## src/rtl/pp_acc_pkg.sv

```systemverilog
// pp_acc_pkg
// Shared types and constants for the partial-product accumulator.
//   PP_W       width of each signed partial product from the 27x18 split multiplier
//   ACC_W_MAX  widest accumulator the ACC_MAX/ACC_MIN helpers can describe
//   acc_max/acc_min  signed max/min bit patterns for a given width, right-aligned
//   pp_beat_t  one input beat: both partial products plus group framing flags
package pp_acc_pkg;

  localparam int PP_W      = 45;
  localparam int ACC_W_MAX = 128;

  // 2^(w-1)-1 in the low w bits; callers slice [w-1:0].
  function automatic logic [ACC_W_MAX-1:0] acc_max(input int w);
    logic [ACC_W_MAX-1:0] r;
    r = '0;
    for (int i = 0; i < ACC_W_MAX; i++)
      if (i < w - 1) r[i] = 1'b1;
    return r;
  endfunction

  // -2^(w-1) in the low w bits; callers slice [w-1:0].
  function automatic logic [ACC_W_MAX-1:0] acc_min(input int w);
    logic [ACC_W_MAX-1:0] r;
    r = '0;
    for (int i = 0; i < ACC_W_MAX; i++)
      if (i == w - 1) r[i] = 1'b1;
    return r;
  endfunction

  typedef struct packed {
    logic signed [PP_W-1:0] pp_lo;
    logic signed [PP_W-1:0] pp_hi;
    logic                   load;
    logic                   last;
  } pp_beat_t;

endpackage

```

## src/rtl/pp_acc_sat_add.sv

```systemverilog
// pp_acc_sat_add
// Combinational accumulate step: res = load ? sum : acc + sum, evaluated one bit
// wider than the accumulator so overflow is visible, then clamped or wrapped.
//   i_acc   in  ACC_W  current accumulator
//   i_sum   in  ACC_W  re-formed product for this beat
//   i_load  in  1      start of group: ignore i_acc
//   o_res   out ACC_W  new accumulator value
//   o_ovf   out 1      this beat overflowed ACC_W
module pp_acc_sat_add
  import pp_acc_pkg::*;
#(
  parameter int ACC_W    = 48,
  parameter bit SATURATE = 1'b1
) (
  input  logic signed [ACC_W-1:0] i_acc,
  input  logic signed [ACC_W-1:0] i_sum,
  input  logic                    i_load,
  output logic signed [ACC_W-1:0] o_res,
  output logic                    o_ovf
);

  localparam logic [ACC_W_MAX-1:0] MAX_F = acc_max(ACC_W);
  localparam logic [ACC_W_MAX-1:0] MIN_F = acc_min(ACC_W);
  localparam logic [ACC_W-1:0]     MAX_V = MAX_F[ACC_W-1:0];
  localparam logic [ACC_W-1:0]     MIN_V = MIN_F[ACC_W-1:0];

  logic [ACC_W:0] w_a, w_b, w_full;
  logic           w_ovf;

  assign w_a    = i_load ? '0 : {i_acc[ACC_W-1], i_acc};
  assign w_b    = {i_sum[ACC_W-1], i_sum};
  assign w_full = w_a + w_b;
  // Top two bits disagree -> result does not fit in ACC_W.
  assign w_ovf  = w_full[ACC_W] ^ w_full[ACC_W-1];
  assign o_ovf  = w_ovf;

  always_comb begin
    o_res = w_full[ACC_W-1:0];
    // Bit ACC_W carries the true sign of the wide result.
    if (SATURATE && w_ovf) o_res = w_full[ACC_W] ? MIN_V : MAX_V;
  end

endmodule

```

## src/rtl/pp_accumulator.sv

```systemverilog
// pp_accumulator
// Re-forms the 27x18 product from its two partial products and accumulates
// beats into a signed group sum; one result per load..last group.
// Pipeline: S1 input register, S2 product sum, S3 accumulator + output register.
//   clk, rst_n            clock, async active-low reset
//   in_valid/in_ready     input handshake; beat = pp_lo, pp_hi, in_load, in_last
//   out_valid/out_ready   output handshake; out_data (group sum), out_ovf (sticky)
module pp_accumulator
  import pp_acc_pkg::*;
#(
  parameter int ACC_W    = 48,
  parameter bit SATURATE = 1'b1
) (
  input  logic                    clk,
  input  logic                    rst_n,
  input  logic                    in_valid,
  output logic                    in_ready,
  input  logic signed [PP_W-1:0]  pp_lo,
  input  logic signed [PP_W-1:0]  pp_hi,
  input  logic                    in_load,
  input  logic                    in_last,
  output logic                    out_valid,
  input  logic                    out_ready,
  output logic signed [ACC_W-1:0] out_data,
  output logic                    out_ovf
);

  logic                    w_stall;
  logic [1:0]              r_vld_pipe;  // [0]=S1, [1]=S2
  pp_beat_t                r_s1;
  logic signed [ACC_W-1:0] r_s2_sum;
  logic                    r_s2_load, r_s2_last;
  logic signed [ACC_W-1:0] r_acc;
  logic                    r_sticky;
  logic signed [ACC_W-1:0] w_res;
  logic                    w_ovf, w_sticky_nxt, w_s3_last;
  logic                    r_out_valid;
  logic signed [ACC_W-1:0] r_out_data;
  logic                    r_out_ovf;

  // Only a full output register that is not being drained freezes the pipe.
  assign w_stall  = r_out_valid & ~out_ready;
  assign in_ready = ~w_stall;

  // S1: capture the beat.
  always_ff @(posedge clk or negedge rst_n) begin
    if (!rst_n) begin
      r_vld_pipe[0] <= 1'b0;
      r_s1          <= '0;
    end else if (!w_stall) begin
      r_vld_pipe[0] <= in_valid;
      if (in_valid) begin
        r_s1.pp_lo <= pp_lo;
        r_s1.pp_hi <= pp_hi;
        r_s1.load  <= in_load;
        r_s1.last  <= in_last;
      end
    end
  end

  // S2: re-form the full product at accumulator width (cannot overflow).
  always_ff @(posedge clk or negedge rst_n) begin
    if (!rst_n) begin
      r_vld_pipe[1] <= 1'b0;
      r_s2_sum      <= '0;
      r_s2_load     <= 1'b0;
      r_s2_last     <= 1'b0;
    end else if (!w_stall) begin
      r_vld_pipe[1] <= r_vld_pipe[0];
      if (r_vld_pipe[0]) begin
        r_s2_sum  <= {{(ACC_W-PP_W){r_s1.pp_lo[PP_W-1]}}, r_s1.pp_lo}
                   + {{(ACC_W-PP_W){r_s1.pp_hi[PP_W-1]}}, r_s1.pp_hi};
        r_s2_load <= r_s1.load;
        r_s2_last <= r_s1.last;
      end
    end
  end

  pp_acc_sat_add #(
    .ACC_W    (ACC_W),
    .SATURATE (SATURATE)
  ) u_sat_add (
    .i_acc  (r_acc),
    .i_sum  (r_s2_sum),
    .i_load (r_s2_load),
    .o_res  (w_res),
    .o_ovf  (w_ovf)
  );

  assign w_sticky_nxt = (r_s2_load ? 1'b0 : r_sticky) | w_ovf;
  assign w_s3_last    = r_vld_pipe[1] & r_s2_last;

  // S3: accumulator and output register share the update edge.
  always_ff @(posedge clk or negedge rst_n) begin
    if (!rst_n) begin
      r_acc       <= '0;
      r_sticky    <= 1'b0;
      r_out_valid <= 1'b0;
      r_out_data  <= '0;
      r_out_ovf   <= 1'b0;
    end else if (!w_stall) begin
      if (r_vld_pipe[1]) begin
        r_acc    <= w_res;
        r_sticky <= w_sticky_nxt;
      end
      // Not stalled means any held result is transferring this edge, so
      // out_valid simply follows whether a new group finishes now.
      r_out_valid <= w_s3_last;
      if (w_s3_last) begin
        r_out_data <= w_res;
        r_out_ovf  <= w_sticky_nxt;
      end
    end
  end

  assign out_valid = r_out_valid;
  assign out_data  = r_out_data;
  assign out_ovf   = r_out_ovf;

endmodule
```

## config.mk

```make
export PLATFORM = sky130hd
export DESIGN_NAME = pp_accumulator
export DESIGN_NICKNAME = d
export VERILOG_FILES = /design/src/rtl/pp_acc_pkg.sv /design/src/rtl/pp_acc_sat_add.sv /design/src/rtl/pp_accumulator.sv
export SDC_FILE = /design/constraint.sdc
export NUM_CORES = 1
export LEC_CHECK = 0
export CAP_MARGIN = 20
export CORE_UTILIZATION = 29
export CTS_CLUSTER_SIZE = 25
export DETAILED_ROUTE_END_ITERATION = 16
export DONT_BUFFER_PORTS = 1
export PLACE_DENSITY = 0.49
export SLEW_MARGIN = 20
export SYNTH_ARGS = -nofsm -noshare
export SYNTH_HDL_FRONTEND = slang
export SYNTH_SLANG_ARGS = --single-unit
```

## constraint.sdc

```tcl
create_clock -name clk -period 7.5 [get_ports clk]
set_clock_uncertainty 0.15 [all_clocks]
set_input_delay 1.5 -clock clk [delete_from_list [all_inputs] [get_ports clk]]
set_output_delay 1.5 -clock clk [all_outputs]
set_load 0.05 [all_outputs]
```

# Yosys cells after proc, flatten, opt, wreduce, memory -nomap -nowiden
# Cells that the tools add are included.
[classes]
n_addsub = 2
muxes = 4
bitwise = 6
n_reduce_logical = 4
[op_table]
columns = ["op", "n"]
rows = [
  ["$mux W48", 2],
  ["$add A49 B49 Y49", 1],
  ["$mux W49", 1],
  ["$add A45 B45 Y46", 1],
  ["$reduce_and A2 Y1", 4],
  ["$and A1 B1 Y1", 2],
  ["$not A1 Y1", 2],
  ["$mux W1", 1],
  ["$or A1 B1 Y1", 1],
  ["$xor A1 B1 Y1", 1],
]
[word_totals]
ff_bits = 243
output_inout_bits = 51
word_cells = 30

# Depth between registers and ports, before layout
[logic_depth]
ltp_word = 4
mapped_depth = 18

# Cells and area by module
# Synthesis repeated with hierarchy kept, for this count alone.
[hier_totals]
cells_unflattened = 1473
area_unflattened_um2 = 14914.3
[modules_own_cells]
columns = ["mod", "n_inst", "cells_each", "area_per_inst_um2", "seq_area_each_um2"]
rows = [
  ["pp_accumulator", 1, 976, 11469.8, 6030.8],
  ["pp_acc_sat_add", 1, 497, 3444.6, 0.0],
]

# Worst setup path before layout
# Ideal clock, no wire load.
[synth_timing]
kind = "input-to-output"
from = "input port out_ready"
to = "output port in_ready"
t_arrival_ps = 2165
setup_slack_ps = 3685
cell_stages = 2
path_buffers = 1
path_cell_list = "nand2b_1 -> clkbuf_1"
[synth_between]
elab_chain_cells = 3
[synth_rtl]
columns = ["element", "line", "text"]
rows = [
  ["from (decl)", "pp_accumulator.sv:23", "input logic out_ready,"],
  ["$not A1 Y1", "pp_accumulator.sv:42", "assign w_stall = r_out_valid & ~out_ready;"],
  ["$and A1 B1 Y1", "pp_accumulator.sv:42", ""],
  ["$not A1 Y1 (no line)", "n/a", ""],
  ["to (decl)", "pp_accumulator.sv:17", "output logic in_ready,"],
]
# No other way between the ends.

# Final worst setup path
[layout_timing]
from = "register r_s2_load"
to = "register r_acc[13]"
[layout_between]
elab_chain_cells = 4
elab_cells_between_ends = 5
cone_classes = "add/sub: 1; mux: 3; bitwise: 1"
[layout_rtl]
columns = ["element", "line", "text"]
rows = [
  ["from (decl)", "pp_accumulator.sv:32", "logic r_s2_load, r_s2_last;"],
  ["from (signal assigned)", "pp_accumulator.sv:73", "r_s2_load <= r_s1.load;"],
  ["$mux W49 (*)", "pp_acc_sat_add.sv:30", "assign w_a = i_load ? '0 : {i_acc[ACC_W-1], i_acc};"],
  ["$add A49 B49 Y49 (*)", "pp_acc_sat_add.sv:32", "assign w_full = w_a + w_b;"],
  ["$mux W48 or $xor A1 B1 Y1 (tied branches)", "pp_acc_sat_add.sv:40, pp_acc_sat_add.sv:34", ""],
  ["$mux W48 (*)", "pp_acc_sat_add.sv:40", "if (SATURATE && w_ovf) o_res = w_full[ACC_W] ? MIN_V : MAX_V;"],
  ["to (signal assigned)", "pp_accumulator.sv:103", "r_acc <= w_res;"],
  ["to (decl)", "pp_accumulator.sv:33", "logic signed [ACC_W-1:0] r_acc;"],
]
# Mark *: on every way between the ends. The rest lies on a longest branch, timed or not.
# A chain may end at the register's enable or synchronous reset.

==> results by group <==
Min path
  • Min-delay worst type: reg2reg

CTS
  • Clock transition at path regs: roughly 0.06 ns
  • Clk Latency, worst-skew pair: 0.58 ns
  • Post-CTS resize count: 0
  • Clk buf depth: 3
  • CTS Root Cell: clkbuf_16
  • Post-CTS setup buffer count: 0
  • CTS buffer count: 29
  • Depth of the CTS H-tree: 1
  • Clock Sinks: 241
  • Hold Buf Count CTS: 0
  • CTS tree: yes

Floorplan
  • Die area: slightly above 0.05 mm²
  • Die width: 226 µm
  • I/O pins: 147
  • Core area: slightly below 0.05 mm²
  • Rows: 81
  • Die height: ~230 µm
  • Initial core utilization: 0.296

Finish
  • Area Growth Syn to Fin: 10.9%
  • Share of layout cells above drive strength 1: 0.125
  • Final net count: 1670
  • Post-Layout Inst Area: 0.0161 mm²

Timing
  • Count of final hold-check violations: 0
  • Final period utilization: 0.654
  • Worst slew pin tran: 0.900 ns
  • Max Slew Vio Count: 0
  • Setup_tns: 0 ns
  • Worst rel slew slack: 0.398
  • F_max: 0.204 GHz
  • Final-report setup violation count: 0
  • Fin crit period: 4.90 ns
  • Unrepaired setup endpoints after global routing: false

Routing
  • Drt pass-1 iters: 6
  • Via count: roughly 11000
  • Final wirelength: 40.9 mm
  • Number of nets with antenna violations after detailed routing: 0
  • Via density: 5.00
  • Residual DRC: 0
  • Number of DRC markers in iteration 0: 667
  • WL per Instance: 18.9 µm

Synth
  • Cell count after synthesis: 1520
  • Ys flop type: dfrtp_1
  • Avg Cell Area, Syn: 9.57 µm²
  • Mapped Nets: 1711
  • Number of flops mapped to enable cells by yosys: 0
  • Register area share after synthesis: 0.415
  • Synth warnings: 0
  • Syn Std Cell Area: approximately 0.015 mm²
  • Flop and latch count out of synthesis: about 240
  • Post-synth ARST share: 1.00
  • Cell variety after synth: 71

Run status
  • Status: complete, no violations

Worst setup path
  • Kind of critical path: reg2reg
  • Critical path launch point type: register
  • Data required time at the worst endpoint: 7.87 ns
  • Peak fanout along the critical path: 34
  • Arrival @ worst endpoint: 5.27 ns
  • Endpoint class of the critical path: register

Placed design
  • Placed cell area: ~0.015 mm²
  • IO Port Bufs: 0
  • HPWL Detailed: 30.8 mm
  • Gpl congestion: approximately 0.92

Global routing
  • Largest net degree at the start of global routing: 242
  • Grt ovf: 0
  • First-pass GRT wire length: 63.9 mm
  • Total GRT Usage: 0.160
  • Initial antenna violation count: 2
  • Vias in the first global route: 10700

Flow run
  • Total of max-cap violations: 0
layer usage:
metal | vias to the layer above | GRT usage | routed length (µm)
met2 | 215 | 0.237 | 17300
li1 | 5371 | - | -
met4 | 4 | 0.0428 | 865
met1 | 5180 | 0.233 | 20300
met3 | 55 | 0.0346 | 2430
met5 | - | 0 | 23
cell usage after synthesis, types with 9 or more instances:
cell / count / area [µm²]
and3_1: 14 / 87.6
a21boi_0: 9 / 67.6
a21oi_1: 143 / 716
mux2_2: 109 / 1230
nand3_1: 22 / 110
inv_1: 23 / 86.3
a211oi_1: 10 / 75.1
o21a_1: 9 / 67.6
xnor2_1: 38 / 333
nand2b_1: 16 / 100
a22o_1: 22 / 193
o21bai_1: 11 / 82.6
ha_1: 93 / 1160
nor2_1: 103 / 387
a21o_1: 65 / 488
clkbuf_1: 58 / 218
xor2_1: 40 / 350
o211ai_1: 11 / 82.6
nand4_1: 13 / 81.3
dfrtp_1: 241 / 6030
buf_2: 14 / 70.1
nor3_1: 21 / 105
a31oi_1: 11 / 68.8
nor2b_1: 57 / 357
nand2_1: 162 / 608
o21ai_0: 102 / 510
critical path: stages (launching register included):
cell	delay [ns]
dfrtp_1	0.74
buf_4	0.39
nor2b_1	0.10
ha_1	0.38
o21ai_0	0.14
a211o_1	0.31
a2111oi_2	0.37
o211ai_1	0.22
o211ai_1	0.22
nand4_1	0.14
nand2b_1	0.27
a21o_2	0.65
and2_1	0.54
a22o_1	0.21
final timing paths:
| path | cells after the start | slack, ns | from | to |
|---|---|---|---|---|
| worst max-delay path | 13 | 2.60 | r_s2_load | r_acc[13] |
| worst min-delay path | 2 | 0.32 | r_acc[47] | r_acc[47] |
| worst max register to register | 13 | 2.60 | r_s2_load | r_acc[13] |
| worst min register to register | 2 | 0.32 | r_acc[47] | r_acc[47] |
| max in group asynchronous | 0 | 6.35 | rst_n | r_acc[38] |
| min in group asynchronous | 0 | 0.48 | rst_n | r_s1[12] |
per-stage QoR:
stage / utilization / worst slack (ns) / instances / hold slack [ns]
after floorplan: - / 3.69 / 1520 / 0.292
after global placement: 0.307 / 2.63 / 2112 / 0.310
after detailed placement: 0.307 / 2.52 / 2112 / 0.312
after CTS: 0.328 / 2.53 / 2165 / 0.327
after global routing: 0.328 / 2.19 / 2165 / 0.343
final: 0.328 / 2.60 / 2166 / 0.325
flip-flops by register name, summed over array words and instances (netlist names):
signal,cells
r_acc,48
out_ovf,1
r_s1,92
r_s2_load,1
out_valid,1
out_data,48
r_sticky,1
r_s2_sum,46
r_s2_last,1
r_vld_pipe,2
cell families (layout without fill, tap and decap cells):
| group | count (synthesis) | in the layout | synth area share |
|---|---|---|---|
| other | 0 | 1 | 0 |
| adder cells (fa/ha/maj) | 98 | 98 | 0.0848 |
| XOR/XNOR | 78 | 78 | 0.0470 |
| flip-flops | 241 | 241 | 0.415 |
| AND/OR/NAND/NOR | 438 | 438 | 0.142 |
| buffers and inverters | 103 | 84 | 0.0296 |
| multiplexers | 111 | 111 | 0.0861 |
| AO/OA/AOI/OAI | 451 | 451 | 0.196 |
cells in the final DEF (no fill, tap or decap), types with 4 or more instances in the layout:
master	synthesis	routed
clkinv_2	0	11
nor3_1	21	21
inv_1	23	23
and4_1	4	4
o31ai_1	7	7
o211ai_1	11	11
a221oi_1	4	4
nor2_1	103	103
a211oi_1	10	10
ha_1	93	93
o21bai_1	11	11
a31oi_1	11	11
o21a_1	9	9
xnor2_1	38	38
bufinv_16	0	6
nand2b_1	16	16
a21o_1	65	65
nand3_1	22	22
a22o_1	22	22
nor2b_1	57	57
nand4_1	13	13
mux2_2	109	109
nand2_1	162	160
buf_4	5	8
a211o_1	4	4
o21ai_1	8	8
clkbuf_16	0	29
a21boi_0	9	9
and3_1	14	13
a21oi_1	143	143
dfrtp_1	241	241
xor2_1	40	40
o21ai_0	102	102
and2_1	8	8
layout make-up:
class                      instances  area, µm²
antenna                            1       2.50
clock buffer                      34        764
clock inverter                    19        253
fill                            5062      33000
inverter                          23       86.3
multi-input combinational       1176       8090
sequential                       241       6030
tap                              664        831
timing repair buffer               8       60.1
Power is left out: the tool's default activity adds up to more than one toggle a clock period on the data nets, which glitch-free logic cannot reach.
